===== config.mk =====
export PLATFORM = sky130hd
export DESIGN_NAME = shift_sequencer_flat
export DESIGN_NICKNAME = d
export VERILOG_FILES = /design/src/rtl/shift_sequencer_pkg.sv /design/src/rtl/shift_sequencer_if.sv /design/src/rtl/shift_sequencer_shift_one_stage.sv /design/src/rtl/shift_sequencer.sv /design/src/flat_wrapper.sv
export SDC_FILE = /design/constraint.sdc
export NUM_CORES = 1
export LEC_CHECK = 0
export BUFFER_PORTS_ARGS = -buffer_cell sky130_fd_sc_hd__clkbuf_2
export CORE_UTILIZATION = 51
export DETAILED_ROUTE_END_ITERATION = 12
export MAX_ROUTING_LAYER = met4
export PLACE_DENSITY = 0.8
export SYNTH_ARGS = -nofsm -noshare
export SYNTH_HDL_FRONTEND = slang
export SYNTH_SLANG_ARGS = --single-unit

===== constraint.sdc =====
create_clock -name clock -period 3.05 [get_ports clock]
set_input_delay 0.4575 -clock clock [delete_from_list [all_inputs] [get_ports clock]]
set_output_delay 0.4575 -clock clock [all_outputs]
set_load 0.1 [all_outputs]

===== src/rtl/shift_sequencer_pkg.sv =====
// Shared definitions for the multi-cycle shift unit.
//   op_e    : shift operation encodings (matches ctrl_op)
//   state_e : sequencer FSM states
//   DEF_*   : default operand / shift-amount widths
package shift_sequencer_pkg;

  localparam int unsigned DEF_WIDTH   = 32;
  localparam int unsigned DEF_SHAMT_W = 5;

  typedef enum logic [1:0] {
    OP_SLL = 2'b00,
    OP_SRA = 2'b01,
    OP_SRL = 2'b10,
    OP_ROR = 2'b11
  } op_e;

  typedef enum logic [1:0] {
    S_IDLE  = 2'b00,
    S_SHIFT = 2'b01,
    S_DONE  = 2'b10
  } state_e;

endpackage


===== src/rtl/shift_sequencer_if.sv =====
// Request/result handshake bundle of the shift sequencer.
//   in_valid/in_ready         : request handshake (operand, amount, op)
//   ctrl_flush                : synchronous abort
//   out_valid/out_ready       : result handshake, data_result
//   busy                      : unit is in SHIFT or DONE
// master = requester/consumer side, slave = shift_sequencer.
interface shift_sequencer_if #(
  parameter int unsigned WIDTH   = 32,
  parameter int unsigned SHAMT_W = 5
);
  logic               in_valid;
  logic               in_ready;
  logic [WIDTH-1:0]   data_operandA;
  logic [SHAMT_W-1:0] ctrl_shiftamt;
  logic [1:0]         ctrl_op;
  logic               ctrl_flush;
  logic               out_valid;
  logic               out_ready;
  logic [WIDTH-1:0]   data_result;
  logic               busy;

  modport master (
    output in_valid, data_operandA, ctrl_shiftamt, ctrl_op, ctrl_flush, out_ready,
    input  in_ready, out_valid, data_result, busy
  );

  modport slave (
    input  in_valid, data_operandA, ctrl_shiftamt, ctrl_op, ctrl_flush, out_ready,
    output in_ready, out_valid, data_result, busy
  );
endinterface


===== src/rtl/shift_sequencer_shift_one_stage.sv =====
// Single combinational 1-bit shift stage.
//   d  : WIDTH-bit input value
//   op : SLL / SRA / SRL / ROR
//   q  : value shifted by one position
module shift_one_stage
  import shift_sequencer_pkg::*;
#(
  parameter int unsigned WIDTH = DEF_WIDTH
) (
  input  logic [WIDTH-1:0] d,
  input  op_e              op,
  output logic [WIDTH-1:0] q
);
  always_comb begin
    q = d;
    case (op)
      OP_SLL:  q = {d[WIDTH-2:0], 1'b0};
      OP_SRA:  q = {d[WIDTH-1], d[WIDTH-1:1]};
      OP_SRL:  q = {1'b0, d[WIDTH-1:1]};
      OP_ROR:  q = {d[0], d[WIDTH-1:1]};
      default: q = d;
    endcase
  end
endmodule


===== src/rtl/shift_sequencer.sv =====
// Multi-cycle shift controller: latches one request, then applies a single
// 1-bit shift stage once per clock until the shift amount is consumed, and
// presents the result on a valid/ready handshake.
//   clock   : rising-edge clock
//   reset_n : asynchronous active-low reset
//   io      : request/result handshake bundle (slave side)
module shift_sequencer
  import shift_sequencer_pkg::*;
#(
  parameter int unsigned WIDTH   = DEF_WIDTH,
  parameter int unsigned SHAMT_W = DEF_SHAMT_W
) (
  input  logic            clock,
  input  logic            reset_n,
  shift_sequencer_if.slave io
);
  state_e             state;
  logic [WIDTH-1:0]   sreg;
  logic [WIDTH-1:0]   sreg_next;
  logic [SHAMT_W-1:0] cnt;
  op_e                op;
  logic               out_valid_q;
  logic               busy_q;
  logic               in_ready_q;

  shift_one_stage #(.WIDTH(WIDTH)) u_stage (
    .d  (sreg),
    .op (op),
    .q  (sreg_next)
  );

  // Handshake outputs are registered alongside the state so they change
  // together with it; flush overrides every state and keeps sreg.
  always_ff @(posedge clock or negedge reset_n) begin
    if (!reset_n) begin
      state       <= S_IDLE;
      sreg        <= '0;
      cnt         <= '0;
      op          <= OP_SLL;
      out_valid_q <= 1'b0;
      busy_q      <= 1'b0;
      in_ready_q  <= 1'b1;
    end else if (io.ctrl_flush) begin
      state       <= S_IDLE;
      cnt         <= '0;
      out_valid_q <= 1'b0;
      busy_q      <= 1'b0;
      in_ready_q  <= 1'b1;
    end else begin
      case (state)
        S_IDLE: begin
          if (io.in_valid) begin
            sreg       <= io.data_operandA;
            cnt        <= io.ctrl_shiftamt;
            op         <= op_e'(io.ctrl_op);
            busy_q     <= 1'b1;
            in_ready_q <= 1'b0;
            if (io.ctrl_shiftamt != '0) begin
              state <= S_SHIFT;
            end else begin
              state       <= S_DONE;
              out_valid_q <= 1'b1;
            end
          end
        end
        S_SHIFT: begin
          sreg <= sreg_next;
          cnt  <= cnt - SHAMT_W'(1);
          if (cnt == SHAMT_W'(1)) begin
            state       <= S_DONE;
            out_valid_q <= 1'b1;
          end
        end
        S_DONE: begin
          if (io.out_ready) begin
            state       <= S_IDLE;
            out_valid_q <= 1'b0;
            busy_q      <= 1'b0;
            in_ready_q  <= 1'b1;
          end
        end
        default: begin
          state       <= S_IDLE;
          out_valid_q <= 1'b0;
          busy_q      <= 1'b0;
          in_ready_q  <= 1'b1;
        end
      endcase
    end
  end

  assign io.data_result = sreg;
  assign io.out_valid   = out_valid_q;
  assign io.busy        = busy_q;
  assign io.in_ready    = in_ready_q;

endmodule


===== src/flat_wrapper.sv =====
// flat-port wrapper written by rule: the top's interface ports become plain ports
module shift_sequencer_flat import shift_sequencer_pkg::*;
#(
  parameter int unsigned WIDTH   = DEF_WIDTH,
  parameter int unsigned SHAMT_W = DEF_SHAMT_W
)
  (clock, reset_n, io_in_valid, io_data_operandA, io_ctrl_shiftamt, io_ctrl_op, io_ctrl_flush, io_out_ready, io_in_ready, io_out_valid, io_data_result, io_busy);
  shift_sequencer_if #(.WIDTH(WIDTH), .SHAMT_W(SHAMT_W)) io_i ();
  input  logic clock;
  input  logic reset_n;
  input wire logic [$bits(io_i.in_valid)-1:0] io_in_valid;
  input wire logic [$bits(io_i.data_operandA)-1:0] io_data_operandA;
  input wire logic [$bits(io_i.ctrl_shiftamt)-1:0] io_ctrl_shiftamt;
  input wire logic [$bits(io_i.ctrl_op)-1:0] io_ctrl_op;
  input wire logic [$bits(io_i.ctrl_flush)-1:0] io_ctrl_flush;
  input wire logic [$bits(io_i.out_ready)-1:0] io_out_ready;
  output wire logic [$bits(io_i.in_ready)-1:0] io_in_ready;
  output wire logic [$bits(io_i.out_valid)-1:0] io_out_valid;
  output wire logic [$bits(io_i.data_result)-1:0] io_data_result;
  output wire logic [$bits(io_i.busy)-1:0] io_busy;
  assign io_i.in_valid = io_in_valid;
  assign io_i.data_operandA = io_data_operandA;
  assign io_i.ctrl_shiftamt = io_ctrl_shiftamt;
  assign io_i.ctrl_op = io_ctrl_op;
  assign io_i.ctrl_flush = io_ctrl_flush;
  assign io_i.out_ready = io_out_ready;
  assign io_in_ready = io_i.in_ready;
  assign io_out_valid = io_i.out_valid;
  assign io_data_result = io_i.data_result;
  assign io_busy = io_i.busy;
  shift_sequencer #(.WIDTH(WIDTH), .SHAMT_W(SHAMT_W)) u_core (.clock(clock), .reset_n(reset_n), .io(io_i));
endmodule

# ---- Yosys cells after proc, flatten, opt, wreduce, memory -nomap -nowiden
# Index checks and enable logic that the tools add are counted.
dict set report totals {
  output_inout_bits 35
  input_bits 44
  register_bits 44
  wordCells 60
}
dict set report classes {
  muxes 25
  reduce_logical 12
  eq_ne 13
  bitwise 1
  add_sub_neg 1
}
# cell count
set op_table {}
lappend op_table {{32-bit case mux with 4 select lines} 1}
lappend op_table {{32-bit case mux with 2 select lines} 1}
lappend op_table {{32-bit two-way mux} 1}
lappend op_table {{3-bit AND reduction} 4}
lappend op_table {{1-bit two-way mux} 10}
lappend op_table {{2-bit two-way mux} 5}
lappend op_table {{5-bit two-way mux} 2}
lappend op_table {{5-bit case mux with 2 select lines} 1}
lappend op_table {{3-bit inequality test (second input constant)} 3}
lappend op_table {{1-bit case mux with 3 select lines} 3}
lappend op_table {{4-bit AND reduction} 2}
lappend op_table {{2-bit == test (second input constant)} 3}
lappend op_table {{2-bit inequality test (second input constant)} 3}
lappend op_table {{2-bit case mux with 3 select lines} 1}
lappend op_table {{5-bit by 1-bit == test with 1-bit output (second input constant)} 1}
lappend op_table {{5-bit nonzero test} 1}
lappend op_table {{5-bit by 1-bit subtractor with 5-bit output (second input constant)} 1}
lappend op_table {{2-bit by 1-bit == test with 1-bit output (second input constant)} 2}
lappend op_table {{2-bit zero test} 2}
lappend op_table {{3-bit by 2-bit inequality test with 1-bit output (second input constant)} 1}
lappend op_table {{3-bit nonzero test} 1}
lappend op_table {{2-bit AND reduction} 1}
lappend op_table {{2-bit nonzero test} 1}
lappend op_table {{1-bit NOT} 1}

# ---- Depth between registers and ports, before layout
dict set report depth {
  depth_word 5
  mapped_depth 7
  ltp_nobuf 5
}

# ---- Hierarchy
# From an unflattened synthesis, not the netlist that was laid out.
dict set report unflattened {
  hier_cells 217
  hier_area_um2 2964.1
}
# mod seq_area_each_um2 area_each_um2 instances cells_each
set by_module_without_submodules {}
lappend by_module_without_submodules {shift_sequencer 1102.3 2547.4 1 180}
lappend by_module_without_submodules {shift_one_stage 0.0 416.6 1 37}

# ---- Least setup slack after synthesis
# No wires, ideal clock.
dict set report synth_timing {
  path_type {register -> register}
  startpoint {reg u_core.sreg[30] (netlist: u_core.io.data_result[30])}
  endpoint {reg u_core.sreg[31] (netlist: u_core.io.data_result[31])}
  setup_ns 0.083
  synth_period_minus_slack_ns 1.501
  path_stages_with_launch 4
  setup_slack_ns 1.549
  path_buffers 0
  required_time_ns 2.967
  t_arrival_ns 1.418
  cell_sequence {dfrtp_1 > nor2b_1 > o221ai_1 > a31oi_1}
}
dict set report synth_between {
  elab_chain_len 2
}
# element line_no
set synth_rtl {}
lappend synth_rtl {{from (decl)} shift_sequencer.sv:18} ;# logic [WIDTH-1:0] sreg;
lappend synth_rtl {{from (signal assigned)} shift_sequencer.sv:53} ;# sreg <= io.data_operandA;
lappend synth_rtl {{from (signal assigned)} shift_sequencer.sv:67} ;# sreg <= sreg_next;
lappend synth_rtl {{32-bit case mux with 4 select lines} shift_sequencer_shift_one_stage.sv:16} ;# case (op)
lappend synth_rtl {{32-bit case mux with 2 select lines} shift_sequencer.sv:50} ;# case (state)
# Every way passes these cells.
# A chain may end at the register's enable or synchronous reset.

# ---- Worst setup path in the final report
dict set report layout_timing {
  startpoint {reg u_core.state[0]}
  endpoint {reg u_core.sreg[21] (netlist: u_core.io.data_result[21])}
}
dict set report layout_between {
  elab_chain_len 3
  elab_cells_between_ends 6
  classes_between {eq/ne (2); mux (1); reduce/logical (3)}
}
# element line_no
set layout_rtl {}
lappend layout_rtl {{from (decl)} shift_sequencer.sv:17} ;# state_e state;
lappend layout_rtl {{from (signal assigned)} shift_sequencer.sv:36} ;# state <= S_IDLE;
lappend layout_rtl {{from (signal assigned)} shift_sequencer.sv:44} ;# state <= S_IDLE;
lappend layout_rtl {{from (signal assigned)} shift_sequencer.sv:59} ;# state <= S_SHIFT;
lappend layout_rtl {{2-bit by 1-bit == test with 1-bit output or 2-bit zero test (tied branches)} shift_sequencer.sv:50}
lappend layout_rtl {{2-bit nonzero test (no source line) or 2-bit inequality test (tied branches)} n/a}
lappend layout_rtl {{3-bit AND reduction (no source line)} n/a}
# Several ways; a longest one is shown, not always the timed one.

==> results.sh <==
export IMPL_start_util_pct=52.99
export IMPL_final_layout_size_suffix_gt1_share_pct=28.21
export IMPL_path_cells="nand2b_1 -> buf_4 -> a211oi_1 -> o21ai_0"
export IMPL_viasPerCell=5.675
export IMPL_syn_area_um2=2486
export IMPL_syn_num_nets=335
export IMPL_peakVddDrop_mv=0.4809
export IMPL_rows=25
export IMPL_clock_sinks=44
export IMPL_finalSetupViolations=0
export IMPL_synth_top_area_share_pct=43.28
export IMPL_hold_class="input pin to asynchronous set/reset pin"
export IMPL_drv_cap=0
export IMPL_fin_crit_sh_pct=70.20
export IMPL_power_density_nw_per_um2=838.2
export IMPL_yosys_warnings=0
export IMPL_tightestPinTransition_ns=1.110
export IMPL_rr_startpoint="u_core.state[0]"
export IMPL_worstPathArrival_ns=2.32
export IMPL_startpoint_type="flip-flop"
export IMPL_syn_to_final_growth_pct=20.48
export IMPL_antenna_found_initial=0
export IMPL_seqPwrFrac_pct=32.7
export IMPL_syn_area_per_cell_um2=8.603
export IMPL_slew_violations=0
export IMPL_die_area_um2=5158
export IMPL_drt_total_wl_mm=5.872
export IMPL_required_ns=3.23
export IMPL_maxSlewHeadroom_pct=26.00
export IMPL_grt_ovfl_total=0
export IMPL_ys_seq_area_share_pct=44.34
export IMPL_first_iter_violations=220
export IMPL_endpoint_kind="flip-flop"
export IMPL_clock_power_share_pct=18.0
export IMPL_synth_cell_types=39
export IMPL_worstSetupPathType="flip-flop to flip-flop"
export IMPL_drt_wirelength_per_cell_um=14.25
export IMPL_hold_violations=0
export IMPL_path_clk_slew_ns=0.09
export IMPL_crit_start="u_core.state[0]"
export IMPL_cellInternalPower_mw=1.182
export IMPL_p_comb_share_pct=49.3
export IMPL_critPathSlowestCell="nand2b_1"
export IMPL_io_buffers=78
export IMPL_place_congestion=0.8088
export IMPL_slowest_delay_ns=0.66
export IMPL_grt_max_degree=50
export IMPL_grt_pass1_wl_mm=9.839
export IMPL_fmax_mhz=467.1
export IMPL_drc=0
export IMPL_die_h_um=71.82
export IMPL_switching_share_pct=52.91
export IMPL_hpwl_mm=3.900
export IMPL_die_w_um=71.82
export IMPL_final_util_pct=63.84
export IMPL_insertion_delay_ns=0.30
export IMPL_track_usage_pct=24.88
export IMPL_synth_area_leaders="dfrtp_1 (43%), o21ai_0 (12%), a211oi_1 (9.4%), nor2b_1 (6.3%), nand2_1 (5.3%)"
export IMPL_cts_setup_buffers=0
export IMPL_cts_resized_gates=0
export IMPL_cts_buffers=5
export IMPL_ios=79
export IMPL_cts_hold_buf=0
export IMPL_place_area_um2=2884
export IMPL_synth_cells=289
export IMPL_power_leakage_nw=1.379
export IMPL_p_sw_mw=1.328
export IMPL_tns_ns=0
export IMPL_htree_num_levels=2
export IMPL_rsz0062_at_grt="false"
export IMPL_dr_pass1_iters=5
export IMPL_finClkSkew_ns=0.008345
export IMPL_tritoncts="built"
export IMPL_diodes=0
export IMPL_cts_root_buf="clkbuf_8"
export IMPL_ant_nets=0
export IMPL_postLayoutCellArea_um2=2995
export IMPL_status="complete, no violations"
export IMPL_ys_ff_latch=44
export IMPL_core_area_um2=4692
export IMPL_first_global_vias=2096
export IMPL_path_max_fanout=31
export IMPL_clockBufferDepth=2
export IMPL_total_power_mw=2.511
export IMPL_fillers=417
export IMPL_vias=2338
export IMPL_nets=403
export IMPL_period_needed_ns=2.141
export IMPL_synth_top_cell_by_area="dfrtp_1"
## area by class of cell
class                           count  area [um^2]  share of cell area [%]
Sequential cell                    44         1102                   36.80
Timing Repair Buffer               84        435.4                   14.54
Tap cell                           54        67.56                   2.256
Clock buffer                        5        68.82                   2.297
Multi-Input combinational cell    217         1260                   42.06
Inverter                            5        18.77                  0.6266
Clock inverter                      3        42.54                   1.420
## worst max-delay path, delay by kind of cell, from the launching register on
| kind | cells | cell delay (ns) |
|---|---|---|
| compound gates | 2 | 0.33 |
| buf+inv | 1 | 0.44 |
| flops | 1 | 0.58 |
| simple gates | 1 | 0.66 |
## per-stage QoR
stage | hold WS [ns] | worst slack, ns | instances
6_report | 0.3554 | 0.9089 | 412
5_1_grt | 0.3999 | 0.6975 | 412
4_1_cts | 0.3674 | 0.9387 | 412
3_5_place_dp | 0.4940 | 0.9675 | 404
3_3_place_gp | 0.4989 | 1.057 | 404
2_1_floorplan | 0.1619 | 1.549 | 289
## cell usage after synthesis (all sizes together)
cell	instances
o22ai	1
nor2b	25
a221oi	2
a22oi	1
or2	1
ha	2
a211oi	31
mux2	1
o21bai	1
inv	5
o31ai	1
nor3b	1
and3	1
dfstp	1
a21oi	7
nand2b	4
buf	12
a31oi	2
nor2	10
clkbuf	11
or4	2
nand2	35
nor3	5
dfrtp	43
nand3	1
o21a	1
mux2i	1
o21ai	70
o221ai	1
and2	1
and2b	9
## path summary, 6_finish.rpt
kind / end / slack, ns / depth (start not counted)
max: u_core.io.data_result[21] / 0.91 / 4
min in group clock: u_core.op[1] / 0.37 / 3
min reg2reg: u_core.cnt[1] / 0.52 / 2
max reg2reg: u_core.io.data_result[21] / 0.91 / 4
max in group asynchronous: u_core.cnt[1] / 2.03 / 1
min: u_core.io.out_valid / 0.36 / 1
## placed cells by master, fill, tap and decap left out, types with 4 or more instances in the layout
cell type  Yosys  routed
a211oi_1      31      31
a21oi_1        7       7
and2b_1        9       9
buf_4          2       6
clkbuf_2       1      78
clkbuf_8       0       5
dfrtp_1       43      43
inv_1          5       5
nand2_1       35      35
nand2b_1       4       4
nor2_1         8       8
nor2b_1       25      24
nor3_1         4       4
o21ai_0       58      58
o21ai_1       12      12
## power groups by stage
stage / registers [mW] / logic (mW) / clock network, mW
floorplan: 1.50 / 0.334 / 0
global placement: 0.828 / 1.22 / 0
detailed placement: 0.828 / 1.24 / 0
CTS: 0.819 / 1.24 / 0.460
global route: 0.837 / 1.31 / 0.477
finish: 0.821 / 1.24 / 0.453
## kinds of logic after synthesis
group / Yosys count / synth area share [%]
compound gates: 118 / 28.28
fa+ha+maj: 2 / 1.006
buf+inv: 28 / 5.083
flops: 44 / 44.34
simple gates: 95 / 20.43
mux: 2 / 0.8555
## layer usage
metal	GRT usage (%)	up-vias	wire length [um]
met1	34.50	1084	2761
met4	7.407	0	59
met3	3.938	5	372
met2	37.95	92	2678
li1	-	1157	-
met5	-	-	0
## registers in the layout (all words and copies together) (netlist names)
signal                 flops
u_core.io.data_result     32
u_core.op                  2
u_core.state               2
u_core.io.out_valid        1
u_core.io.busy             1
u_core.io.in_ready         1
u_core.cnt                 5
(Power assumes the default switching activity.)
